--- config.mk ---
export PLATFORM = sky130hd
export DESIGN_NAME = password_check_param
export DESIGN_NICKNAME = d
export VERILOG_FILES = /design/src/rtl/password_check_param_pkg.sv /design/src/rtl/password_check_param_rise_detect.sv /design/src/rtl/password_check_param.sv
export SDC_FILE = /design/constraint.sdc
export NUM_CORES = 1
export LEC_CHECK = 0
export ABC_AREA = 1
export BUFFER_PORTS_ARGS = -buffer_cell sky130_fd_sc_hd__buf_2
export CORE_MARGIN = 10
export CORE_UTILIZATION = 52
export CTS_CLUSTER_DIAMETER = 100
export DETAILED_ROUTE_END_ITERATION = 7
export PLACE_DENSITY = 0.74
export REMOVE_ABC_BUFFERS = 1
export SYNTH_ARGS = -nofsm -noshare
export SYNTH_HDL_FRONTEND = slang
export SYNTH_SLANG_ARGS = --single-unit
export TNS_END_PERCENT = 20
--- constraint.sdc ---
create_clock -name Clk -period 2.4 [get_ports Clk]
set_clock_uncertainty 0.1 [all_clocks]
set_input_delay 0.72 -clock Clk [delete_from_list [all_inputs] [get_ports Clk]]
set_output_delay 0.72 -clock Clk [all_outputs]
set_load 0.005 [all_outputs]
--- src/rtl/password_check_param_pkg.sv ---
// Shared state encodings, key indices and width helper for the password lock.
package password_check_param_pkg;

  typedef enum logic [1:0] {
    ST_IDLE  = 2'b00,
    ST_ENTRY = 2'b01,
    ST_ALARM = 2'b10,
    ST_OPEN  = 2'b11
  } state_t;

  localparam int NUM_KEYS    = 5;
  localparam int KEY_EN      = 0;
  localparam int KEY_CONFIRM = 1;
  localparam int KEY_LOCK    = 2;
  localparam int KEY_CHANGE  = 3;
  localparam int KEY_CLR     = 4;

  // Counter width able to hold max_val; never narrower than one bit.
  function automatic int cnt_width(input int max_val);
    return (max_val < 1) ? 1 : $clog2(max_val + 1);
  endfunction

endpackage

--- src/rtl/password_check_param_rise_detect.sv ---
// Single-bit rising-edge detector; reset preloads history with the live input
// so a level already high across reset never produces an event.
module password_check_param_rise_detect (
  input  logic Clk,
  input  logic Res,
  input  logic d,
  output logic ev
);

  logic d_q_reg;

  always_ff @(posedge Clk) begin
    if (Res) begin
      d_q_reg <= d;
    end else begin
      d_q_reg <= d;
    end
  end

  assign ev = d & ~d_q_reg;

endmodule

--- src/rtl/password_check_param.sv ---
// Password-lock controller: N-digit code entry, error counting with alarm
// lockout, and a stored password that may be replaced while open.
module password_check_param
  import password_check_param_pkg::*;
#(
  parameter int                          DIGITS         = 6,
  parameter int                          DIGIT_W        = 4,
  parameter logic [DIGITS*DIGIT_W-1:0]   DEFAULT_PW     = 24'h123456,
  parameter int                          MAX_ERR        = 3,
  parameter int                          LOCKOUT_CYCLES = 8,
  localparam int                         CW             = DIGITS * DIGIT_W,
  localparam int                         EW             = cnt_width(MAX_ERR),
  localparam int                         AW             = cnt_width(LOCKOUT_CYCLES)
) (
  input  logic          Clk,
  input  logic          Res,
  input  logic          En,
  input  logic          Confirm,
  input  logic          Lock,
  input  logic          Change,
  input  logic          Clr,
  input  logic [CW-1:0] in_code,
  output logic [1:0]    status,
  output logic [EW-1:0] ErrCounter,
  output logic [AW-1:0] alarm_left,
  output logic          pw_changed
);

  localparam logic [EW-1:0] MAX_ERR_V = EW'(MAX_ERR);
  localparam logic [AW-1:0] LOCKOUT_V = AW'(LOCKOUT_CYCLES);
  localparam logic [AW-1:0] ONE_A     = AW'(1);

  logic [NUM_KEYS-1:0] keys;
  logic [NUM_KEYS-1:0] key_ev;

  assign keys = {Clr, Change, Lock, Confirm, En};

  generate
    for (genvar gi = 0; gi < NUM_KEYS; gi++) begin : g_edge
      password_check_param_rise_detect u_rise (
        .Clk (Clk),
        .Res (Res),
        .d   (keys[gi]),
        .ev  (key_ev[gi])
      );
    end
  endgenerate

  state_t        state_reg, state_next;
  logic [EW-1:0] err_reg, err_next;
  logic [AW-1:0] left_reg, left_next;
  logic [CW-1:0] pw_reg, pw_next;
  logic [CW-1:0] snap_reg, snap_next;
  logic          pw_changed_reg, pw_changed_next;

  always_ff @(posedge Clk) begin
    if (Res) begin
      state_reg      <= ST_IDLE;
      err_reg        <= '0;
      left_reg       <= '0;
      pw_reg         <= DEFAULT_PW;
      snap_reg       <= in_code;
      pw_changed_reg <= 1'b0;
    end else begin
      state_reg      <= state_next;
      err_reg        <= err_next;
      left_reg       <= left_next;
      pw_reg         <= pw_next;
      snap_reg       <= snap_next;
      pw_changed_reg <= pw_changed_next;
    end
  end

  always_comb begin
    state_next      = state_reg;
    err_next        = err_reg;
    left_next       = left_reg;
    pw_next         = pw_reg;
    snap_next       = snap_reg;
    pw_changed_next = 1'b0;

    case (state_reg)
      ST_IDLE: begin
        // The enabling edge only arms the snapshot; entry needs a later code change.
        if (key_ev[KEY_EN]) begin
          snap_next = in_code;
        end else if (En && (in_code != snap_reg)) begin
          state_next = ST_ENTRY;
        end
      end

      ST_ENTRY: begin
        if (!En) begin
          state_next = ST_IDLE;
        end else if (key_ev[KEY_CONFIRM]) begin
          if (in_code == pw_reg) begin
            state_next = ST_OPEN;
            err_next   = '0;
          end else if (err_reg == MAX_ERR_V - 1'b1) begin
            state_next = ST_ALARM;
            err_next   = MAX_ERR_V;
            left_next  = LOCKOUT_V;
          end else begin
            state_next = ST_IDLE;
            err_next   = err_reg + 1'b1;
            snap_next  = in_code;
          end
        end
      end

      ST_OPEN: begin
        if (key_ev[KEY_LOCK]) begin
          state_next = ST_IDLE;
          err_next   = '0;
          snap_next  = in_code;
        end else if (key_ev[KEY_CHANGE]) begin
          pw_next         = in_code;
          pw_changed_next = 1'b1;
        end
      end

      ST_ALARM: begin
        // Admin clear beats the timer; a zero lockout holds until clear or reset.
        if (key_ev[KEY_CLR] || ((LOCKOUT_CYCLES > 0) && (left_reg == ONE_A))) begin
          state_next = ST_IDLE;
          err_next   = '0;
          left_next  = '0;
          snap_next  = in_code;
        end else if (LOCKOUT_CYCLES > 0) begin
          left_next = left_reg - 1'b1;
        end
      end

      default: begin
        state_next = ST_IDLE;
      end
    endcase
  end

  assign status     = state_reg;
  assign ErrCounter = err_reg;
  assign alarm_left = left_reg;
  assign pw_changed = pw_changed_reg;

endmodule

==> results.md, run 1 <==
- The share of Yosys cell area claimed by the top area cell type is between 20% and 30%.
- In this run, distinct cell masters in the synthesized netlist total 30.
- Combinational cells account for 28.5% of the total power.
- Routability-driven placement finished with a final weighted congestion of 0.877.
- Summed over all layers, the routed wires come to roughly 7000 microns.
- The height of the die is 99.8 microns.
- The most frequently used flop master after synthesis is dfxtp_1.
- After synthesis, the share of flip-flops with an asynchronous set or reset is 0%.
- The count of final hold-check violations is 0.
- TritonCTS built the clock tree.
- The initial core utilization is between 50% and 60%.
- In this design, the stage delay of the slowest critical-path cell is 200 ps.
- In the routed layout, each cell is associated on average with a via count of 4.74.
- Across the VDD grid, the largest voltage drop is 0.424 mV.
- Of the cells placed in the final design, the portion with a size suffix greater than 1 is between 10% and 20%.
- Global routing used 14.8% of the available tracks.
- The worst setup path is captured at a register.
- The critical path is of the in -> reg type.
- The number of max-capacitance violations reported is 0.
- The clock transition at the register clock pins on the worst setup and hold paths after CTS is 60 ps.
- The die covers between 0.009 and 0.01 sq mm.
- The area overhead of the layout relative to synthesis is 15.6%.
- The final clock period utilization by the worst path is roughly 83%.
- The power share of the clock group is 27.9%.
- The run finished with clean final reports.
- The total number of placement rows is 29.
- The number of enable-type register cells in the synthesized netlist is 24.
- Port buffering added 39 buffers.
- The mean area per synthesized cell is 7.04 sq um.
- OpenSTA, run right after detailed placement, puts the worst setup slack at just under 60 ps.
- Once detail routing completed, the nets flagged for antenna violations numbered 0.
- In this run the deepest clock path goes through 2 buffers.
- The number of buffers inserted by hold repair at cts is 0.
- Detailed placement ended at an HPWL of 5070 microns.
- Sequential cells account for 43.6% of the total power.
- After synthesis the netlist holds a flip-flop and latch count of 62.
- Synthesis produced a netlist whose cell count is 470.
- The library cell used as clock root buffer is clkbuf_8.
- The worst path meets setup with 406 ps of slack.
- The number of global-route vias before repair was between 2,000 and 3,000.
- The class of the tightest hold or removal check is reg -> reg.
- The final count of pins violating max slew is 0.
- After global routing the overflow that remains totals 0.
- The buffer count from post-CTS setup fixing is 0.
- Setup violations remaining at the end of the flow were counted as 0.
- The internal power is ~2.2 mW.
- The first global-routing pass estimated around 12,000 microns of wire.
- The maximum number of pins on one net before global-route repair is between 40 and 50.
- The pre-antenna-repair detailed-routing pass consisted of 4 iterations.
- The cell with the most instances on the worst path is nand2_1.
- For this design the ratio of total power to cell area is 855 mW/mm^2.
- The top cell type by total area after synthesis is dfxtp_1.
- The switching part of the total is 33.0%.
- Ranked by total cell area, the synthesized netlist is headed by dfxtp_1 23%, edfxtp_1 22%, nand2_1 18%.
- The worst slew margin relative to its limit is between 80% and 90%.
- For this run, the top clock speed supported by timing is about 0.50 GHz.
- The pin slew with the least headroom to its limit is between 200 and 300 ps.
- Setup repair after global routing left no endpoint under its margin.
- The count of clock tree sinks is just over 60.
- In this run the cell area of the synthesized design comes to about 0.0033 sq mm.
- The startpoint kind of the worst setup timing path is an input pin.
- Clock tree synthesis inserted a total of 9 buffers.
- Clock latency on the worst-skew pair, taken at its later pin, is between 300 and 400 ps.
- The static leakage is between 1.5 and 2 nW.
- Counting the fill cells in the layout gives 596.
- Of all nets on the critical path, the largest fanout is 14.
- In the final routed layout, each cell accounts on average for 11.3 microns.
- The slowest cell on the critical path is buf_4.
- The number of gates resized after CTS was 0.
- After the last flow step, the layout net total stands at around 550.
- The signal on the critical path passes through buf_2 > inv_1 > nand2_1 > a21oi_1 > nand2_1 > nor2_2 > nand3_1 > nand2_1 > nand2_1 > nand2_1 > nand2_1 > buf_4.
- The I/O pin count is 40.
- 0 antenna diodes ended up in the layout.
- From left edge to right edge, the die measures 99.8 microns.
- The reported net switching power is about 1.1 mW.
- The sequential cell area fraction in the yosys report is between 40% and 50%.
- After floorplanning, the core was sized to cover ~0.0063 sq mm.
- The final core utilization is around three fifths.
- The required time of the worst setup path is between 2000 and 2500 ps.
- The total number of vias is between 2,000 and 3,000.
- The initial DRC count is 112.
- On the final layout, the worst hold slack is around 370 ps.
- STA puts the critical path data arrival time at roughly 2000 ps.
- The H-tree generated during clock tree synthesis spans 3 levels.
- The kind of cell with the highest combined delay on the critical path is simple AND/OR/NAND/NOR gates.
- Counting both buffers and inverters, the worst setup path holds a total of 3.
- The final critical path time including I/O delays and setup is between 1500 and 2000 ps.
- In the routed design, unresolved DRC markers number 0.
- For this run, the number of Yosys warnings is 0.
- The number of antenna violations at the first check in global routing is 0.
power by group through the flow:
stage               sequential (mW)  combinational (mW)  clock (mW)
floorplan                      1.43               0.668           0
global placement               1.44               0.913           0
detailed placement             1.45               0.937           0
CTS                            1.43               0.944       0.937
global route                   1.45                1.08       0.988
finish                         1.43               0.933       0.912
tightest hold or removal path, cell delays in order (launching register included):
cell,delay (ps)
dfxtp_1,320
nand2_1,60
nand2_1,40
area by class of cell:
class	count	area, sq um	share of cell area (%)
Sequential cell	62	1480	38.7
Tap cell	77	96.3	2.52
Multi-Input combinational cell	311	1450	37.9
Clock buffer	11	151	3.96
Timing Repair Buffer	46	260	6.80
Inverter	90	338	8.83
Clock inverter	5	47.5	1.24
synthesized netlist by cell type, drive strengths merged, types with 3 or more instances:
| library cell | n |
|---|---|
| edfxtp | 24 |
| inv | 90 |
| buf | 5 |
| xor2 | 10 |
| or2 | 3 |
| o21ai | 22 |
| xnor2 | 5 |
| a21oi | 30 |
| nor2 | 50 |
| dfxtp | 38 |
| o211ai | 4 |
| nand3 | 12 |
| nand4 | 3 |
| ha | 3 |
| nand2 | 167 |
final timing paths:
path                                                 start  depth (start not counted)                       to  slack [ps]
worst min-delay path               pw_reg[12]$_SDFFE_PP1P_                          2  pw_reg[12]$_SDFFE_PP1P_         370
worst min register to register     pw_reg[12]$_SDFFE_PP1P_                          2  pw_reg[12]$_SDFFE_PP1P_         370
worst max-delay path                            in_code[8]                         12   snap_reg[18]$_DFFE_PP_         410
worst max register to register  alarm_left[1]$_SDFFE_PP0P_                         11   snap_reg[18]$_DFFE_PP_         540
cells in the final DEF (no fill, tap or decap), drive strengths merged:
master | netlist | routed
a21oi | 30 | 30
a31o | 1 | 1
buf | 5 | 46
bufinv | 0 | 1
clkbuf | 2 | 11
clkinv | 0 | 4
dfxtp | 38 | 38
edfxtp | 24 | 24
ha | 3 | 3
inv | 90 | 90
nand2 | 167 | 167
nand3 | 12 | 12
nand4 | 3 | 3
nor2 | 50 | 50
nor3 | 1 | 1
o211ai | 4 | 4
o21ai | 22 | 22
or2 | 3 | 3
xnor2 | 5 | 5
xor2 | 10 | 10
routing by layer:
| layer | vias to the layer above | share of wire (%) | global-route usage (%) |
|---|---|---|---|
| met1 | 1263 | 46 | 17.6 |
| met3 | 16 | 4.2 | 3.57 |
| met5 | - | 0 | 0 |
| met2 | 43 | 48 | 24.5 |
| li1 | 1530 | - | - |
| met4 | 0 | 2.2 | 6.95 |
metrics by stage:
step                      total power, mW  cell area, sq um  setup TNS, ps  cells
after global routing                 3.52              3820              0    602
after detailed placement             2.39              3630              0    586
after CTS                            3.31              3820              0    602
final                                3.27              3820              0    602
after floorplan                      2.10              3270          -4.04    463
after global placement               2.35              3630              0    586
logic make-up after synthesis:
family | synth area share (%)
compound gates | 9.30
xor+xnor | 3.97
fa+ha+maj | 1.13
buf+inv | 11.4
flops | 44.8
simple gates | 29.4
Note: power is estimated with default switching activity, not from simulation.
==> run 2, diff against run 1 <==
clock period = 1.74 ns   (was 2.4 ns; I/O delays follow)
==> run 2 against run 1 <==
  * The flow now finishes with violations (setup timing)
  * Critical path depth fell by 1
  * Design area grew 12%
  * Cell count grew 8.6%
  * Global-route usage increased by 0.93 points
  * Sequential share of layout area shrank 4.0 points
  * Utilization rose by 7.4 points
  * Via count increased by 9.4%
  * Sequential power up 36%
  * Die area unchanged
  * First-iteration DRC count is 8.9% higher
  * Critical path type is now reg -> reg
  * Critical endpoint is now snap_reg[21]$_DFFE_PP_
  * Largest cell class is now multi-input gates
  * Highest routed layer unchanged
==> results.md, run 2 (synthesis gave the netlist of run 1 again) <==
- The flow ran to the end, but the final reports show violations.
- The final reports fail on setup timing.
- The pin slew with the least headroom to its limit is about 280 ps.
- 0 antenna diodes ended up in the layout.
- Wire segments on met3 add up to about 320 microns in the final route.
- The total number of placement rows is 29.
- The total clock buffers created by CTS is 9.
- The post-DP HPWL is 5670 microns.
- The longest clock path from root to sink contains 2 buffers.
- The number of global-route vias before repair was between 3,000 and 4,000.
- The critical path contains buffers and inverters numbering 3 combined.
- The total number of vias is about 3,100.
- The remaining routing DRC violations is 0.
- The overall die area is about 0.01 sq mm.
- The power density of the placed cells is about 1100 mW/mm^2.
- The area of all placed cells without fillers is 0.00429 sq mm.
- The detailed router finished its first iteration with roughly 120 violations.
- The final setup violation count is 24.
- The required time of the worst setup path is ~1700 ps.
- The fraction of final layout cells with drive strength greater than 1 is between 20% and 30%.
- The count of final hold-check violations is 0.
- The initial core utilization is a little over half.
- The met1 wire length is roughly 3300 microns.
- Setup repair after global routing could not meet its margin everywhere.
- The latest clock arrival within the worst-skew pair is roughly 340 ps.
- In the final timing run, aggregate negative setup slack is -1960 ps.
- The routed design has 7770 microns of wire.
- The slowest cell on the critical path is dfxtp_1.
- The static leakage is roughly 2.3 nW.
- The TritonCTS clock tree is done.
- The final-layout worst hold slack is approximately 200 ps.
- The worst setup path is captured at a register.
- After detailed routing, the number of vias per cell comes to about 4.8.
- Routability-driven placement finished with a final weighted congestion of 0.867.
- The tree built by TritonCTS fans out to between 60 and 70 sinks.
- The number of antenna violations at the first check in global routing is 0.
- The maximum number of pins on one net before global-route repair is 33.
- Traced cell by cell, the critical path runs through inv_2 > ha_2 > nand3_2 > nand3_2 > nand2_2 > inv_2 > o21ai_2 > a21oi_2 > nand2_2 > nand2_4 > clkbuf_16.
- The library cell used most frequently in the layout, excluding fill and tap cells, is nand2_1.
- The number of search-and-repair iterations in the first detailed-routing pass is 4.
- VDD sags by at most between 0.6 and 0.7 mV.
- Cells fill 68.3% of the core in the end.
- The post-route non-filler standard cell count is about 650.
- Measured along the x axis, the die boundary spans about 100 microns.
- Relative to the synthesized area, the layout overhead comes to 29.6%.
- The tree is rooted in a clkbuf_8.
- The number of nets in the layout is about 600.
- In the final routed layout, each cell accounts on average for between 10 and 15 microns.
- The final critical path time including I/O delays and setup is between 1500 and 2000 ps.
- After clock tree synthesis, the clock-pin slew on the worst setup and hold paths is roughly 60 ps.
- After global routing the overflow that remains totals 0.
- The count of port buffers added during placement is 39.
- The final clock period utilization by the worst path is 106%.
- In this run the standard cell core region covers 0.00628 sq mm.
- The remaining antenna violation count is 0.
- The highest achievable clock rate is around 0.54 GHz.
- The H-tree was split into 3 levels.
- Max-cap violations in this run came to 0.
- The critical path is of the reg -> reg type.
- The wire length on met2 is about 4000 microns.
- The highest metal layer used by the detailed router is met4.
- The final count of pins violating max slew is 0.
- The kind of cell with the highest combined delay along the critical path is simple AND/OR/NAND/NOR gates.
- The stage delay of the slowest cell on the critical path is 320 ps.
- The first global-routing pass estimated roughly 13,000 microns of wire.
- Across all setup checks in the final design, the least slack found is -101 ps.
- The instance area after placement is around 0.004 sq mm.
- The combined global-route utilization of all metal layers is between 10% and 20%.
- The height of the die is between 90 and 100 microns.
- The startpoint kind of the worst setup timing path is a register.
- The arrival time at the worst endpoint is ~1800 ps.
- The I/O pin count is 40.
- The tightest min-delay check is of the in -> reg type.
- The top fanout value on the critical path is 7.
- In the layout the commonest cells are 159 x nand2_1, 74 x inv_1, 54 x buf_4.
- Once placement completed, the tool counted placed cells totaling roughly 640.
- The worst slew margin relative to its limit is 81.6%.
==> run 2: worst paths after layout <==
check                                                 from                               end  slack [ps]  cells past startpoint
worst min-delay path                               Confirm  g_edge[1].u_rise.d_q_reg$_DFF_P_         200                      1
worst max register to register  alarm_left[1]$_SDFFE_PP0P_            snap_reg[21]$_DFFE_PP_        -100                     11
worst min register to register     pw_reg[12]$_SDFFE_PP1P_           pw_reg[12]$_SDFFE_PP1P_         380                      2
worst max-delay path            alarm_left[1]$_SDFFE_PP0P_            snap_reg[21]$_DFFE_PP_        -100                     11
==> run 2: per-layer routing <==
metal / up-vias / global-route usage, %
met5: - / 0
met4: 0 / 7.61
met3: 20 / 4.12
met2: 57 / 26.1
met1: 1395 / 18.4
li1: 1649 / -
==> run 2: timing repair <==
item / CTS / global route
setup endpoints to repair: 24 / 32
gates cloned: 0 / 2
pin swaps: 0 / 9
hold buffers: 0 / 0
buffers inserted: 0 / 1
resized for setup: 1 / 26
==> run 2: where the power goes <==
group          switching, mW  internal (mW)  leakage (nW)
Sequential             0.136           1.81         0.553
Clock                  0.522          0.557        0.0817
Combinational          0.962          0.811          1.62
==> run 2: area by class of cell <==
type                            count  area [sq um]
Clock inverter                      1          5.00
Tap cell                           77          96.3
Timing Repair Buffer               98           706
Sequential cell                    62          1490
Multi-Input combinational cell    311          1500
Inverter                           90           338
Clock buffer                       15           156
Fill cell                         536          1990
==> run 2: per-stage QoR <==
| step | total power [mW] | worst slack (ps) |
|---|---|---|
| after CTS | 4.60 | -62.5 |
| after floorplan | 2.90 | -462 |
| after global routing | 5.15 | -184 |
| final | 4.80 | -101 |
| after detailed placement | 3.50 | -364 |
| after global placement | 3.45 | -286 |
==> run 3, diff against run 2 <==
PLACE_DENSITY = 0.75   (was 0.74)
SYNTH_HIERARCHICAL = 1   (was not set)
==> run 3 against run 2 <==
  * The flow still finishes with violations (setup timing)
  * Register-to-register slack improved by 30 ps
  * Synthesized cell count decreased by 13%
  * Routed wire length decreased by 5.8%
  * Critical path depth increased by 1
  * Combinational power decreased by 71%
  * Largest power group unchanged
  * Highest routed layer unchanged
==> results.md, run 3 <==
- The number of buffers between clock root and the deepest sink is 2.
- The final antenna diode count is 0.
- Ranked by instance count, the synthesized netlist is headed by 114 x nand2_1, 61 x inv_1, 44 x nor2_1.
- The tool flagged a number of max-cap violations equal to 0.
- The level count of the clock H-tree is 3.
- The number of inserted filler cells in the final layout is approximately 480.
- The static leakage is 2.01 nW.
- Summing all flip-flop and latch instances after layout gives 0.00149 sq mm.
- The switching part of the total is between 20% and 30%.
- After floorplanning, the core was sized to cover around 0.0059 sq mm.
- The latest clock arrival within the worst-skew pair is between 300 and 400 ps.
- The clock transition at the register clock pins on the worst setup and hold paths after CTS is roughly 70 ps.
- On the worst path, the slowest cell contributes a delay of 340 ps.
- The final count of pins violating max slew is 0.
- Input and output buffers added on the ports amount to 39.
- The analysis attributes to net switching a power of between 800 and 900 uW.
- The tightest hold path in the finished design has a slack of 193 ps.
- The remaining antenna violation count is 0.
- Setup violations remaining at the end of the flow were counted as 24.
- After synthesis the netlist holds a flip-flop and latch count of 62.
- The number of nets in the layout is between 500 and 600.
- The number of search-and-repair iterations in the first detailed-routing pass is 4.
- OpenSTA, run right after detailed placement, puts the worst setup slack at -320 ps.
- After layout, the worst setup slack is -72.2 ps.
- The multi-input combinational cells in the finished layout cover a total of around 0.0014 sq mm.
- The most repeated cell in the gate-level netlist after synthesis is nand2_1.
- The combinational power share is 14.5%.
- The combined global-route utilization of all metal layers is around 15%.
- The final total power is 3.54 mW.
- The pin slew with the least headroom to its limit is 318 ps.
- The required time of the worst setup path is approximately 1800 ps.
- Entering global routing, the biggest net connects 25 pins.
- Detailed placement ended at an HPWL of 5250 microns.
- The top cell type by total area after synthesis is dfxtp_1.
- The most numerous cell type found on the critical path is nand2_1.
- For this run, asynchronously set or reset flops after synthesis account for 0%.
- The number of global-route vias before repair was approximately 2,700.
- The total number of yosys warnings is 6.
- The classification of the worst setup path is reg -> reg.
- The share of Yosys cell area claimed by the top area cell type is between 20% and 30%.
- The library cell used most frequently in the layout, excluding fill and tap cells, is nand2_1.
- The average instance in the mapped netlist occupies between 7 and 8 sq um.
- The top fanout value on the critical path is 12.
- Traced cell by cell, the critical path runs through inv_2 > nand2_1 > nand2_1 > inv_1 > nand2_1 > nor2_2 > nand2_2 > nor2_4 > nand3_2 > nand3b_1 > nand2_4 > clkbuf_16.
- Once the floorplan was initialized, standard cells occupied a little over half of the core.
- The netlist area before placement is ~0.0031 sq mm.
- The final critical path time including I/O delays and setup is roughly 1800 ps.
- The nature of the critical path endpoint is a register.
- The floorplan step set the die width to 97.7 microns.
- The run finished, with violations left.
- Setup repair after global routing could not meet its margin everywhere.
- Summed over all layers, the global routing overflow is 0.
- Sorting the synthesized cells by area gives the leading types as dfxtp_1 24%, edfxtp_1 23%, nand2_1 14%.
- The sequential cell area fraction in the yosys report is between 40% and 50%.
- The sequential share of power is 46.1%.
- Measured along the y axis, the die boundary spans ~100 microns.
- The tightest min-delay check is of the in -> reg type.
- After detailed routing, the average wire length per cell comes to approximately 13 microns.
- Among all flip-flop cells after synthesis, the most frequent one is dfxtp_1.
- The final clock period utilization by the worst path is 104%.
- The total negative setup slack is -1370 ps.
- The first global-routing pass estimated 11,900 microns of wire.
- In the routed design, unresolved DRC markers number 0.
- Per report_power, the clock group accounts for between 30% and 40% of the total.
- The number of antenna violations at the first check in global routing is 0.
- In this run the power density over the cells is approximately 870 mW/mm^2.
- The library cell used as clock root buffer is clkbuf_8.
- Synthesis handed over a netlist of approximately 410 instances.
- CTS saw 62 sinks.
- The total number of vias is ~2,800.
- Data arrives at the worst endpoint at between 1500 and 2000 ps.
- After floorplanning, the core was divided into 28 placement rows.
- TritonCTS built the clock tree.
- The placer's final routability congestion estimate is between 0.8 and 0.9.
- The wire length after detailed routing is about 7300 microns.
- In the layout the commonest cells are 111 x nand2_1, 59 x inv_1, 49 x buf_4.
- The final reports fail on setup timing.
- The highest achievable clock rate is between 0.5 and 0.6 GHz.
- The highest ir drop seen on vdd is 0.622 mV.
- The count of final hold-check violations is 0.
- In this run, synthesis inferred 24 flip-flops with an integrated enable.
- The worst pin sits at a relative slew slack of approximately four fifths.
- The startpoint kind of the worst setup timing path is a register.
- The number of vias per cell is approximately 4.8.
- The internal power is ~2.7 mW.
- The die covers roughly 0.0095 sq mm.
- During I/O placement, the number of pins put on the boundary was 40.
- The area overhead of the layout relative to synthesis is 30.2%.
- The initial DRC count is between 150 and 200.
- Among all stages on the critical path, the largest delay is contributed by dfxtp_2.
- The fraction of final layout cells with drive strength greater than 1 is a little under a third.
- TritonCTS created 9 clock buffers.
- Yosys mapped the design onto 31 distinct sky130hd cell types.
==> run 3: changes by cell type after synthesis, sizes merged, moves of 4 or more <==
cell and delta:
o21ai +4, nand3 -6, xnor2 +7, nor2 +4, nand2 -47, inv -20
==> run 3: area by class of cell <==
| type | instances | area share, % |
|---|---|---|
| Sequential cell | 62 | 36.5 |
| Multi-Input combinational cell | 269 | 34.1 |
| Inverter | 70 | 6.43 |
| Clock inverter | 5 | 1.78 |
| Clock buffer | 11 | 3.46 |
| Timing Repair Buffer | 91 | 15.5 |
| Tap cell | 75 | 2.30 |
==> run 3: critical path, delay by kind of cell (launching register included) <==
family                 cells  cell delay (ps)
buffers and inverters      3              290
DFF                        1              340
and+or+nand+nor            9              830
==> run 3: cells by family after synthesis <==
kind of cell	after synthesis	synth area share (%)
AO/OA/AOI/OAI	57	10.4
XOR/XNOR	22	6.14
adder cells (fa/ha/maj)	3	1.20
buffers and inverters	77	9.25
flip-flops	62	47.2
AND/OR/NAND/NOR	187	25.8
==> run 3: final timing paths <==
path / from / endpoint / slack (ps) / cells past startpoint
max: pw_reg[18]$_SDFFE_PP0P_ / snap_reg[17]$_DFFE_PP_ / -70 / 12
min: Clr / g_edge[4].u_rise/d_q_reg$_DFF_P_ / 190 / 1
max reg2reg: pw_reg[18]$_SDFFE_PP0P_ / snap_reg[17]$_DFFE_PP_ / -70 / 12
min reg2reg: pw_reg[19]$_SDFFE_PP0P_ / pw_reg[19]$_SDFFE_PP0P_ / 370 / 2
==> run 3: power groups by stage <==
stage               clock network [mW]  registers, mW  logic, mW
floorplan                            0           1.66      0.244
global placement                     0           1.66      0.453
detailed placement                   0           1.66      0.468
CTS                               1.40           1.63      0.475
global route                      1.47           1.64      0.573
finish                            1.39           1.63      0.513
==> run 3: per-layer routing <==
layer | wire (microns) | track usage [%] | vias up
met2 | 3580 | 25.0 | 60
met3 | 268 | 3.70 | 20
met4 | 167 | 7.72 | 0
met5 | 0 | 0 | -
li1 | - | - | 1455
met1 | 3300 | 17.4 | 1237
==> run 3: what timing repair did <==
action | CTS | global route
hold buffers | 0 | 0
setup endpoints to repair | 24 | 28
setup buffers | 0 | 0
pin swaps | 0 | 4
hold endpoints to repair | 0 | 0
gates cloned | 0 | 2
resized for setup | 4 | 14
==> run 3: metrics by stage <==
stage	utilization [%]	area [sq um]	cells
global route	69.4	4090	583
detailed placement	64.4	3790	565
floorplan	-	3110	401
global placement	64.4	3790	565
CTS	68.1	4010	581
finish	69.4	4090	583
